### config.mk
export PLATFORM = sky130hd
export DESIGN_NAME = dm_store_buffer
export DESIGN_NICKNAME = d
export VERILOG_FILES = /design/src/rtl/dm_store_buffer.sv
export SDC_FILE = /design/constraint.sdc
export NUM_CORES = 1
export LEC_CHECK = 0
export CORE_MARGIN = 1
export CORE_UTILIZATION = 35
export DETAILED_ROUTE_END_ITERATION = 12
export PLACE_DENSITY = 0.66
export SETUP_SLACK_MARGIN = 0.1
export SYNTH_ARGS = -nofsm -noshare
export SYNTH_HDL_FRONTEND = slang
export SYNTH_SLANG_ARGS = --single-unit
### constraint.sdc
create_clock -name clk -period 7.4 [get_ports clk]
set_input_delay 0.74 -clock clk [delete_from_list [all_inputs] [get_ports clk]]
set_output_delay 0.74 -clock clk [all_outputs]
set_load 0.02 [all_outputs]
### src/rtl/dm_store_buffer.sv
// ============================================================================
// Module   : dm_store_buffer
// Purpose  : Byte-enabled store FIFO that drains into dm by read-merge-write
//            and forwards buffered bytes into CPU load results.
// Options  : STORE_BUF_TRACE_EN - simulation-only trace of every drain write.
// Revision : 1.0 - initial release
// ============================================================================
`default_nettype none

module dm_store_buffer #(
   parameter int DEPTH = 4,
   parameter int AW    = 12
) (
   input  logic          clk,
   input  logic          reset,
   input  logic          st_valid,
   output logic          st_ready,
   input  logic [31:0]   st_addr,
   input  logic [31:0]   st_data,
   input  logic [3:0]    st_be,
   input  logic [31:0]   st_pc,
   input  logic          ld_valid,
   input  logic [31:0]   ld_addr,
   output logic [31:0]   ld_data,
   output logic          ld_stall,
   input  logic          flush,
   output logic          empty,
   output logic          mem_we,
   output logic [AW-1:0] mem_addr,
   output logic [31:0]   mem_wdata,
   input  logic [31:0]   mem_rdata,
   output logic [31:0]   mem_pc,
   output logic [31:0]   mem_full_addr
);

   localparam int PTR_W = $clog2(DEPTH);
   localparam int CNT_W = PTR_W + 1;

   logic [DEPTH-1:0] valid_q;
   logic [31:0]      addr_q [DEPTH];
   logic [31:0]      data_q [DEPTH];
   logic [3:0]       be_q   [DEPTH];
   logic [31:0]      pc_q   [DEPTH];
   logic [PTR_W-1:0] head_q, tail_q;
   logic [CNT_W-1:0] count_q, count_d;

   logic        w_full;
   logic        w_enq;
   logic        w_drain;
   logic        w_ld_own;
   logic [31:0] w_head_addr;
   logic [31:0] w_head_data;
   logic [3:0]  w_head_be;
   logic [31:0] w_fwd;

   // Only the dm word-address bits of the byte addresses matter here.
   logic w_unused_bits;
   assign w_unused_bits = ^{st_addr[1:0], ld_addr[31:AW+2], ld_addr[1:0]};

   assign w_full      = (count_q == CNT_W'(DEPTH));
   assign st_ready    = !w_full && !flush;
   assign w_enq       = st_valid && st_ready;
   assign w_ld_own    = ld_valid && !w_full;
   assign ld_stall    = ld_valid && w_full;
   assign w_drain     = ld_stall || (!ld_valid && (count_q != '0));
   assign empty       = (count_q == '0);

   assign w_head_addr = addr_q[head_q];
   assign w_head_data = data_q[head_q];
   assign w_head_be   = be_q[head_q];

   assign mem_we        = w_drain;
   assign mem_pc        = pc_q[head_q];
   assign mem_full_addr = {w_head_addr[31:2], 2'b00};

   always_comb begin
      mem_addr = '0;
      if (w_ld_own) begin
         mem_addr = ld_addr[AW+1:2];
      end else if (w_drain) begin
         mem_addr = w_head_addr[AW+1:2];
      end
   end

   for (genvar b = 0; b < 4; b++) begin : g_lane
      assign mem_wdata[8*b +: 8] = w_head_be[b] ? w_head_data[8*b +: 8]
                                                : mem_rdata[8*b +: 8];
   end

   // Walk from head (oldest) to youngest so later stores win per byte.
   always_comb begin
      w_fwd = mem_rdata;
      for (int k = 0; k < DEPTH; k++) begin
         if (valid_q[head_q + PTR_W'(k)] &&
             (addr_q[head_q + PTR_W'(k)][AW+1:2] == ld_addr[AW+1:2])) begin
            for (int b = 0; b < 4; b++) begin
               if (be_q[head_q + PTR_W'(k)][b]) begin
                  w_fwd[8*b +: 8] = data_q[head_q + PTR_W'(k)][8*b +: 8];
               end
            end
         end
      end
   end

   assign ld_data = w_fwd;

   always_comb begin
      count_d = count_q;
      unique case ({w_enq, w_drain})
         2'b10:   count_d = count_q + 1'b1;
         2'b01:   count_d = count_q - 1'b1;
         default: count_d = count_q;
      endcase
   end

   always_ff @(posedge clk or posedge reset) begin
      if (reset) begin
         valid_q <= '0;
         head_q  <= '0;
         tail_q  <= '0;
         count_q <= '0;
      end else begin
         if (w_enq) begin
            valid_q[tail_q] <= 1'b1;
            tail_q          <= tail_q + 1'b1;
         end
         if (w_drain) begin
            valid_q[head_q] <= 1'b0;
            head_q          <= head_q + 1'b1;
         end
         count_q <= count_d;
      end
   end

   // Payload needs no reset: valid bits gate every use.
   always_ff @(posedge clk) begin
      if (w_enq) begin
         addr_q[tail_q] <= {st_addr[31:2], 2'b00};
         data_q[tail_q] <= st_data;
         be_q[tail_q]   <= st_be;
         pc_q[tail_q]   <= st_pc;
      end
   end

`ifdef STORE_BUF_TRACE_EN
   always @(posedge clk) begin
      if (!reset && w_drain) begin
         $display("@%h: *%h <= %h", mem_pc, mem_full_addr, mem_wdata);
      end
   end
`else
`endif

endmodule

`default_nettype wire

# ---- Word-level counts from Yosys, hierarchy flattened
# Memories as Yosys holds them, arrays and structs flattened.
# Index checks and enable logic that the tools add are counted.
dict set report word_totals {
  reg_bits 11
  ramBits 392
  in_bits 169
  out_inout_bits 144
  word_cells 88
  mem_count 4
}
# name words width rd rd_ports_with_merged_regs write_ports line_no
set memory_table {}
lappend memory_table {data_q 4 32 4 0 1 41} ;# logic [31:0] data_q [DEPTH];
lappend memory_table {pc_q 4 32 1 0 1 43} ;# logic [31:0] pc_q [DEPTH];
lappend memory_table {addr_q 4 30 4 0 1 40} ;# logic [31:0] addr_q [DEPTH];
lappend memory_table {be_q 4 4 4 0 1 42} ;# logic [3:0] be_q [DEPTH];
dict set report op_classes {
  add_sub_neg 6
  n_lt_le_gt_ge 7
  eq_ne 7
  muxes 39
  n_bitwise 3
  n_reduce_logical 18
}
# operator n
set ops {}
lappend ops {{32-bit 2-to-1 mux} 4}
lappend ops {{8-bit 2-to-1 mux} 16}
lappend ops {{12-bit == test} 4}
lappend ops {{12-bit 2-to-1 mux} 2}
lappend ops {{2-bit by 3-bit < comparator with 1-bit output, second input constant} 5}
lappend ops {{1-bit logical AND} 11}
lappend ops {{1-bit binary-select mux with 2-bit select} 4}
lappend ops {{1-bit 2-to-1 mux} 8}
lappend ops {{4-bit 2-to-1 mux} 2}
lappend ops {{3-bit one-hot mux with 2 select lines} 1}
lappend ops {{2-bit by 1-bit adder with 2-bit output, second input constant} 2}
lappend ops {{2-bit adder, second input constant} 2}
lappend ops {{4-bit bitwise AND} 1}
lappend ops {{1-bit demux with 2-bit select} 2}
lappend ops {{2-bit by 1-bit >= comparator with 1-bit output, second input constant} 2}
lappend ops {{4-bit inverter} 1}
lappend ops {{4-bit bitwise OR} 1}
lappend ops {{3-bit by 1-bit adder with 3-bit output, second input constant} 1}
lappend ops {{3-bit == test, second input constant} 1}
lappend ops {{1-bit zero test} 3}
lappend ops {{3-bit zero test} 1}
lappend ops {{3-bit nonzero test} 1}
lappend ops {{3-bit by 1-bit subtractor with 3-bit output, second input constant} 1}
lappend ops {{2-bit by 1-bit == test with 1-bit output, second input constant} 1}
lappend ops {{3 further kinds} 3}

# ---- Depth between registers and ports, before layout
# Gate-level depths: netlist of the first run.
dict set report logic_depth {
  word_depth 10
  mapped_depth 21
  depth_no_buf 11
}

# ---- Least setup slack after synthesis of the first run
# Ideal clock, no wire load.
dict set report synth_path {
  path_type {register to output}
  startpoint {reg head_q[1]}
  endpoint {out ld_data[0]}
  arrival_time_ps 5227
  required_time_ps 6660
  setup_slack_ps 1433
  path_stages_with_launch 22
  path_buffers 12
  path_cell_list {dfrtp_1 > buf_2 > buf_2 > buf_2 > buf_2 > buf_2 > buf_1 > buf_1 > inv_1 > ha_1 > buf_6 > buf_2 > buf_2 > buf_4 > mux4_2 > xnor2_1 > nand2_1 > a2111oi_2 > nor2b_1 > clkbuf_1 > a211oi_1 > a21oi_1}
}
dict set report synth_via {
  elab_chain_cells 10
  word_cells_on_any_way 30
  classes_between {3 x add/sub; 4 x eq/ne; 16 x mux; 4 x reduce/logical; 3 x memory}
}
# element line_no
set synth_lines {}
lappend synth_lines {{start: declaration} 44} ;# logic [PTR_W-1:0] head_q, tail_q;
lappend synth_lines {{start signal: assignment} 129} ;# head_q <= head_q + 1'b1;
lappend synth_lines {{branches (longest 9 deep; another with memory read 4 x 30 bit)} -}
lappend synth_lines {{32-bit 2-to-1 mux (*)} 94} ;# if (valid_q[head_q + PTR_W'(k)] &&
lappend synth_lines {{end: declaration} 24} ;# output logic [31:0] ld_data,
# Mark *: on every way between the ends. The select of a mux whose other input is x is not followed.

# ---- Final worst setup path of the first run
dict set report layout_path {
  startpoint {reg head_q[0]}
  endpoint {out ld_data[31]}
}
# Same word-level chain as after synthesis.

==> impl_metrics.tcl, run 1 <==
set metrics [dict create \
    arrival_ns 5.47 \
    fin_skew_ns 0.0158 \
    final_common_cell "edfxtp_1" \
    drt_wl_total_mm 55.7 \
    avgSynthCellArea_sq_um 17.3 \
    worstPathCellList "clkinv_1 > ha_4 > mux4_1 > xnor2_1 > nand4_1 > or4b_1 > or2_1 > o311a_1 > a21oi_1 > clkdlybuf4s50_1" \
    hpwlAfterDp_mm 35.8 \
    synthCells 1240 \
    port_buffers 288 \
    p_sw_uw 3530 \
    p_seq_share_pct 28.6 \
    netlist-cell-type-count 58 \
    fin_cells 2318 \
    finalPower_uw 10200 \
    synthAdderAreaFrac_pct 0.620 \
    cp-end-kind "output pin" \
    setup_viol 0 \
    place_congestion 0.812 \
    synth_top_family_by_area "multiplexers" \
    final_nets 1680 \
    critPathMaxFanout 34 \
    maxCapViolations 0 \
    worstSetupPathType "reg2out" \
    clkLatencyLatePin_ns 0.58 \
    grt_max_degree 163 \
    area.growth.synth_to_final_pct 24.0 \
    p_int_uw 6660 \
    outcome "complete, no violations" \
    synth.cell_area_sq_mm 0.0214 \
    place_area_sq_mm 0.0251 \
    synth_compound_area_share_pct 7.23 \
    drtIter0Drc 772 \
    cts_hold_buf 0 \
    tightest_slew_ns 1.15 \
    fillerInstances 5245 \
    clockBufferDepth 3 \
    start_util_pct 35.5 \
    cts_tree "yes" \
    synth_ff_type "edfxtp_1" \
    synthSimpleGateAreaFrac_pct 3.05 \
    slew_violations 0 \
    cts.sinks 403 \
    max_stage_delay_ns 0.78 \
    start_kind "flip-flop" \
    post_cts.repair.setup_buffers 0 \
    io_pins 313 \
    post-route-cell-area_sq_mm 0.0265 \
    drtAntennaViolNets 0 \
    rsz0062_at_grt "no" \
    ys_seq_area_share_pct 56.3 \
    ys_seq_elements 403 \
    yosysWarnings 0 \
    grt_pass1_wl_mm 83.3 \
    num_rows 90 \
    power_frac_comb_pct 49.8 \
    drive_gt1_share_pct 24.4 \
    pre_cts_slack_ns 1.77 \
    hold_path_class "in2async" \
    clkPwrFrac_pct 21.6 \
    placed_cells 2236 \
    cts-resized-gates 0 \
    grt_antenna_before_repair 8 \
    slowest_stage "or4b_1" \
    synthArstFlopShare_pct 2.73 \
    fmax_mhz 161 \
    root_buffer "clkbuf_16" \
    p_sw_share_pct 34.7 \
    cp.required_ns 6.66 \
    die-height_um 249 \
    post-route-worst-setup-slack_ns 1.19 \
    dr_total_vias 13182 \
    cts_inserted_buffers 45 \
    timing.final.hold_violations 0 \
    setup_tns_ns 0 \
    first_pass_iters 5 \
    core_sq_mm 0.0604 \
    fin_crit_sh_pct 84.0 \
    dieWidth_um 249 \
    leakagePower_uw 0.00864 \
    synth-xor-area-share_pct 2.70 \
    via_per_inst 5.69 \
    grt_remaining_overflow 0 \
    grt_usage_pct 17.7 \
    synth_edf_count 392 \
    clkTransAtPathRegs_ns 0.06 \
    fin_crit_ns 6.21 \
    power_density_mw_per_mm2 384 \
    grt_pass1_vias 13516 \
    synthMuxAreaShare_pct 27.1 \
    peakVddDrop_v 0.000379 \
    max-slew-margin-rel_pct 23.1 \
    die-area_sq_mm 0.0621 \
    post_drt_wl_per_cell_um 24.0 \
    layout_common_cells "edfxtp_1, clkdlybuf4s50_1, mux4_2" \
    h-tree-depth 2 \
    post-route-drc-count 0 \
]
[power by group through the flow]
| stage | Combinational, uW | Clock, uW | Sequential, uW |
|---|---|---|---|
| 2_1_floorplan | 3650 | 0 | 2930 |
| 3_3_place_gp | 5100 | 0 | 2930 |
| 3_5_place_dp | 5150 | 0 | 2950 |
| 4_1_cts | 5170 | 2270 | 2910 |
| 5_1_grt | 5420 | 2340 | 2930 |
| 6_report | 5080 | 2200 | 2910 |
[registers in the layout, summed over array words and instances, names as in the netlist]
signal / cells
head_q: 2
tail_q: 2
data_q: 128
be_q: 16
addr_q: 120
valid_q: 4
count_q: 3
pc_q: 128
[Yosys cell counts, types with 6 or more instances]
cell,number,area (sq um)
edfxtp_1,392,11800
mux4_2,221,4980
buf_2,42,210
xnor2_1,42,368
nand2_1,41,154
nor2_1,37,139
clkbuf_1,36,135
inv_1,35,131
mux2i_1,34,340
a21oi_1,33,165
mux2_2,33,372
a21o_1,27,203
a211o_1,25,219
o2111ai_1,24,210
xor2_1,24,210
buf_1,18,67.6
o311a_1,16,160
a22o_1,12,105
and3_1,11,68.8
dfrtp_1,11,275
nor3_1,11,55.1
a21oi_2,10,87.6
ha_1,9,113
a21boi_0,8,60.1
a221oi_1,8,70.1
nand3_1,8,40.0
a211oi_1,6,45.0
buf_6,6,67.6
nand4_1,6,37.5
[final timing paths]
path                                         from                      to  slack (ns)  cells after the start
setup reg to reg           count_q[0]$_DFFE_PP0P_   pc_q[1][20]$_DFFE_PP_        4.17                      6
min in group clk           count_q[2]$_DFFE_PP0P_  count_q[2]$_DFFE_PP0P_        0.50                      1
max in group asynchronous                   reset   head_q[0]$_DFFE_PP0N_        6.56                      2
hold / removal                              reset    valid_q[2]$_DFF_PP0_        0.48                      2
hold reg to reg            count_q[2]$_DFFE_PP0P_  count_q[2]$_DFFE_PP0P_        0.50                      1
setup / recovery            head_q[0]$_DFFE_PP0N_             ld_data[31]        1.19                     10
[per-stage QoR]
stage                     utilization [%]  hold WS, ns
after global placement               41.5        0.475
final                                44.0        0.476
after CTS                            44.0        0.462
after global routing                 44.0        0.505
after detailed placement             41.5        0.491
after floorplan                         -        0.457
[metal layers]
layer | GRT usage [%] | vias up | share of wire, %
met4 | 5.36 | 14 | 2.7
li1 | - | 5753 | -
met2 | 30.7 | 443 | 51
met1 | 21.1 | 6875 | 38
met3 | 5.33 | 97 | 7.9
met5 | 0 | - | 0.18
[worst max-delay path, delay by kind of cell (launching register included)]
family | cells | cell delay (ns)
adder cells (fa/ha/maj) | 1 | 0.63
flip-flops | 1 | 0.40
AND/OR/NAND/NOR | 3 | 1.50
buffers and inverters | 2 | 0.79
multiplexers | 1 | 0.64
XOR/XNOR | 1 | 0.21
AO/OA/AOI/OAI | 2 | 0.73
[cell type report]
cell class | instances | area [sq um] | share of cell area [%]
diodes | 2 | 5.00 | 0.0189
repair buffers | 319 | 3150 | 11.9
multi-input cells | 696 | 8750 | 33.0
clock buffers | 53 | 1180 | 4.44
clock inverters | 27 | 287 | 1.08
well taps | 782 | 978 | 3.69
inverters | 36 | 135 | 0.509
flip-flops and latches | 403 | 12100 | 45.4
[cells by family (layout without fill, tap and decap cells)]
logic type               count (synthesis)  count (layout)
buffers and inverters                  142             435
other                                    1               4
XOR/XNOR                                66              66
flip-flops                             403             403
multiplexers                           292             292
AND/OR/NAND/NOR                        133             133
AO/OA/AOI/OAI                          193             193
adder cells (fa/ha/maj)                 10              10
Power figures use the tool's default switching activity.
==> inputs of run 2 (changes only) <==
==> constraint.sdc (replaced) <==
create_clock -name clk -period 6.4 [get_ports clk]
set_input_delay 0.64 -clock clk [delete_from_list [all_inputs] [get_ports clk]]
set_output_delay 0.64 -clock clk [all_outputs]
set_load 0.02 [all_outputs]
==> run 2 against run 1 <==
Power is 15% higher. Routed wire length is 0.81% higher. Critical path type unchanged. Flip-flop and latch count unchanged. Hold slack got worse by 0.088 ns. Sequential power grew 17%. Largest power group unchanged. Register-to-register slack worse by 0.55 ns. Clock-buffer cell count up 4. Via count about the same. Die area stayed put. Clock power is 11% higher. Final cell count stayed put. Sequential share of layout area increased by 0.13 points.
==> impl_metrics.tcl, run 2 (synthesized netlist as in run 1, its figures left out) <==
set metrics [dict create \
    rsz0062_at_grt "no" \
    fillerInstances 5291 \
    post_drt_wl_per_cell_um 24.2 \
    worstSetupPathType "reg2out" \
    grt_pass1_vias 13956 \
    cts_tree "yes" \
    place_congestion 0.796 \
    crit_family "simple AND/OR/NAND/NOR gates" \
    clkTransAtPathRegs_ns 0.06 \
    slew_violations 0 \
    slowest_stage "clkdlybuf4s50_1" \
    reg_top3 "data_q: 128 flops, pc_q: 128 flops, addr_q: 120 flops" \
    drive_gt1_share_pct 24.4 \
    hold_path_class "in2async" \
    leakagePower_uw 0.00863 \
    grt_max_degree 127 \
    area.growth.synth_to_final_pct 23.7 \
    critPathMaxFanout 16 \
    power_frac_comb_pct 50.1 \
    maxCapViolations 0 \
    hpwlAfterDp_mm 37.0 \
    grt_pass1_wl_mm 84.6 \
    tightest_slew_ns 1.10 \
    p_sw_share_pct 35.0 \
    arrival_ns 5.36 \
    clkLatencyLatePin_ns 0.58 \
    clkPwrFrac_pct 20.8 \
    fmax_mhz 167 \
    p_seq_share_pct 29.0 \
    port_buffers 288 \
    fin_crit_sh_pct 93.7 \
    cts_inserted_buffers 44 \
    grt_antenna_before_repair 9 \
    first_pass_iters 5 \
    die-height_um 249 \
    drtAntennaViolNets 0 \
    setup_tns_ns 0 \
    power_density_mw_per_mm2 442 \
    start_kind "flip-flop" \
    cp-end-kind "output pin" \
    drtIter0Drc 795 \
    root_buffer "clkbuf_16" \
    fin_crit_ns 6.00 \
    cp_num_buf_inv 2 \
    layout_common_cells "edfxtp_1, clkdlybuf4s50_1, mux4_2" \
    cp.required_ns 5.76 \
    final_common_cell "edfxtp_1" \
    setup_viol 0 \
    clockBufferDepth 3 \
    max_stage_delay_ns 0.67 \
    start_util_pct 35.5 \
    peakVddDrop_v 0.000254 \
    grt_usage_pct 17.9 \
    final_nets 1683 \
    p_sw_uw 4100 \
    p_int_uw 7600 \
    h-tree-depth 2 \
    dieWidth_um 249 \
    die-area_sq_mm 0.0621 \
    core_sq_mm 0.0604 \
    worstPathCellList "clkinv_1 > ha_4 > mux4_1 > xnor2_1 > nand4_1 > or4b_1 > or2_1 > o311a_1 > a21oi_1 > clkdlybuf4s50_1" \
    grt_remaining_overflow 0 \
    io_pins 313 \
    outcome "complete, no violations" \
    drt_wl_total_mm 56.2 \
    timing.final.hold_violations 0 \
    fin_skew_ns 0.0174 \
    num_rows 90 \
    place_area_sq_mm 0.0251 \
    post-route-drc-count 0 \
    max-slew-margin-rel_pct 26.4 \
    cts.sinks 403 \
    via_per_inst 5.69 \
    post-route-cell-area_sq_mm 0.0265 \
    cts_hold_buf 0 \
    dr_total_vias 13187 \
]
## run 2: stage by stage
step	total power (uW)	utilization, %	hold WS [ns]	setup slack (ns)	cells
floorplan	7610	-	0.457	0.533	1241
global placement	9280	41.5	0.476	0.843	2239
detailed placement	9340	41.5	0.476	0.844	2239
CTS	11800	43.8	0.362	0.103	2315
global route	12300	43.8	0.390	0.178	2318
finish	11700	43.8	0.388	0.401	2318
## run 2: power groups by stage
stage	Sequential, uW	Combinational [uW]	Clock [uW]
after global routing	3430	6260	2600
after floorplan	3390	4220	0
after detailed placement	3450	5890	0
after global placement	3420	5860	0
after CTS	3400	5930	2510
final	3400	5870	2440
## run 2: layer usage
layer / share of wire [%] / GRT usage [%] / routed length (um) / vias to the layer above
met4: 2.7 / 5.38 / 1520 / 14
met5: 0.18 / 0 / 103 / -
met1: 39 / 21.4 / 21800 / 6849
li1: - / - / - / 5748
met2: 51 / 31.1 / 28500 / 464
met3: 7.6 / 5.20 / 4240 / 112
## run 2: worst register-to-register path, stage by stage, from the launching register on
cell	delay [ns]
dfrtp_1	0.41
inv_1	0.10
and3_1	0.21
nor2_1	0.31
and3_4	0.73
buf_4	0.61
## run 2: cell type report
class	count	area [sq um]	share of cell area, %
flip-flops and latches	403	12100	45.5
multi-input cells	696	8760	33.1
repair buffers	323	3150	11.9
clock buffers	57	1180	4.46
well taps	782	978	3.70
clock inverters	19	195	0.738
inverters	36	135	0.511
diodes	2	5.00	0.0189
## run 2: final timing paths
path	start	end	slack (ns)	cells past startpoint
min reg2reg	count_q[2]$_DFFE_PP0P_	count_q[2]$_DFFE_PP0P_	0.49	1
max reg2reg	count_q[0]$_DFFE_PP0P_	pc_q[0][16]$_DFFE_PP_	3.62	5
min	reset	valid_q[3]$_DFF_PP0_	0.39	2
max in group asynchronous	reset	head_q[0]$_DFFE_PP0N_	5.64	2
max	head_q[0]$_DFFE_PP0N_	ld_data[31]	0.40	10
min in group clk	count_q[2]$_DFFE_PP0P_	count_q[2]$_DFFE_PP0P_	0.49	1
## run 2: timing repair
item / 4_1_cts / 5_1_grt
resized for setup: 0 / 1
setup buffers: 0 / 1
endpoints found under the setup margin: 0 / 8
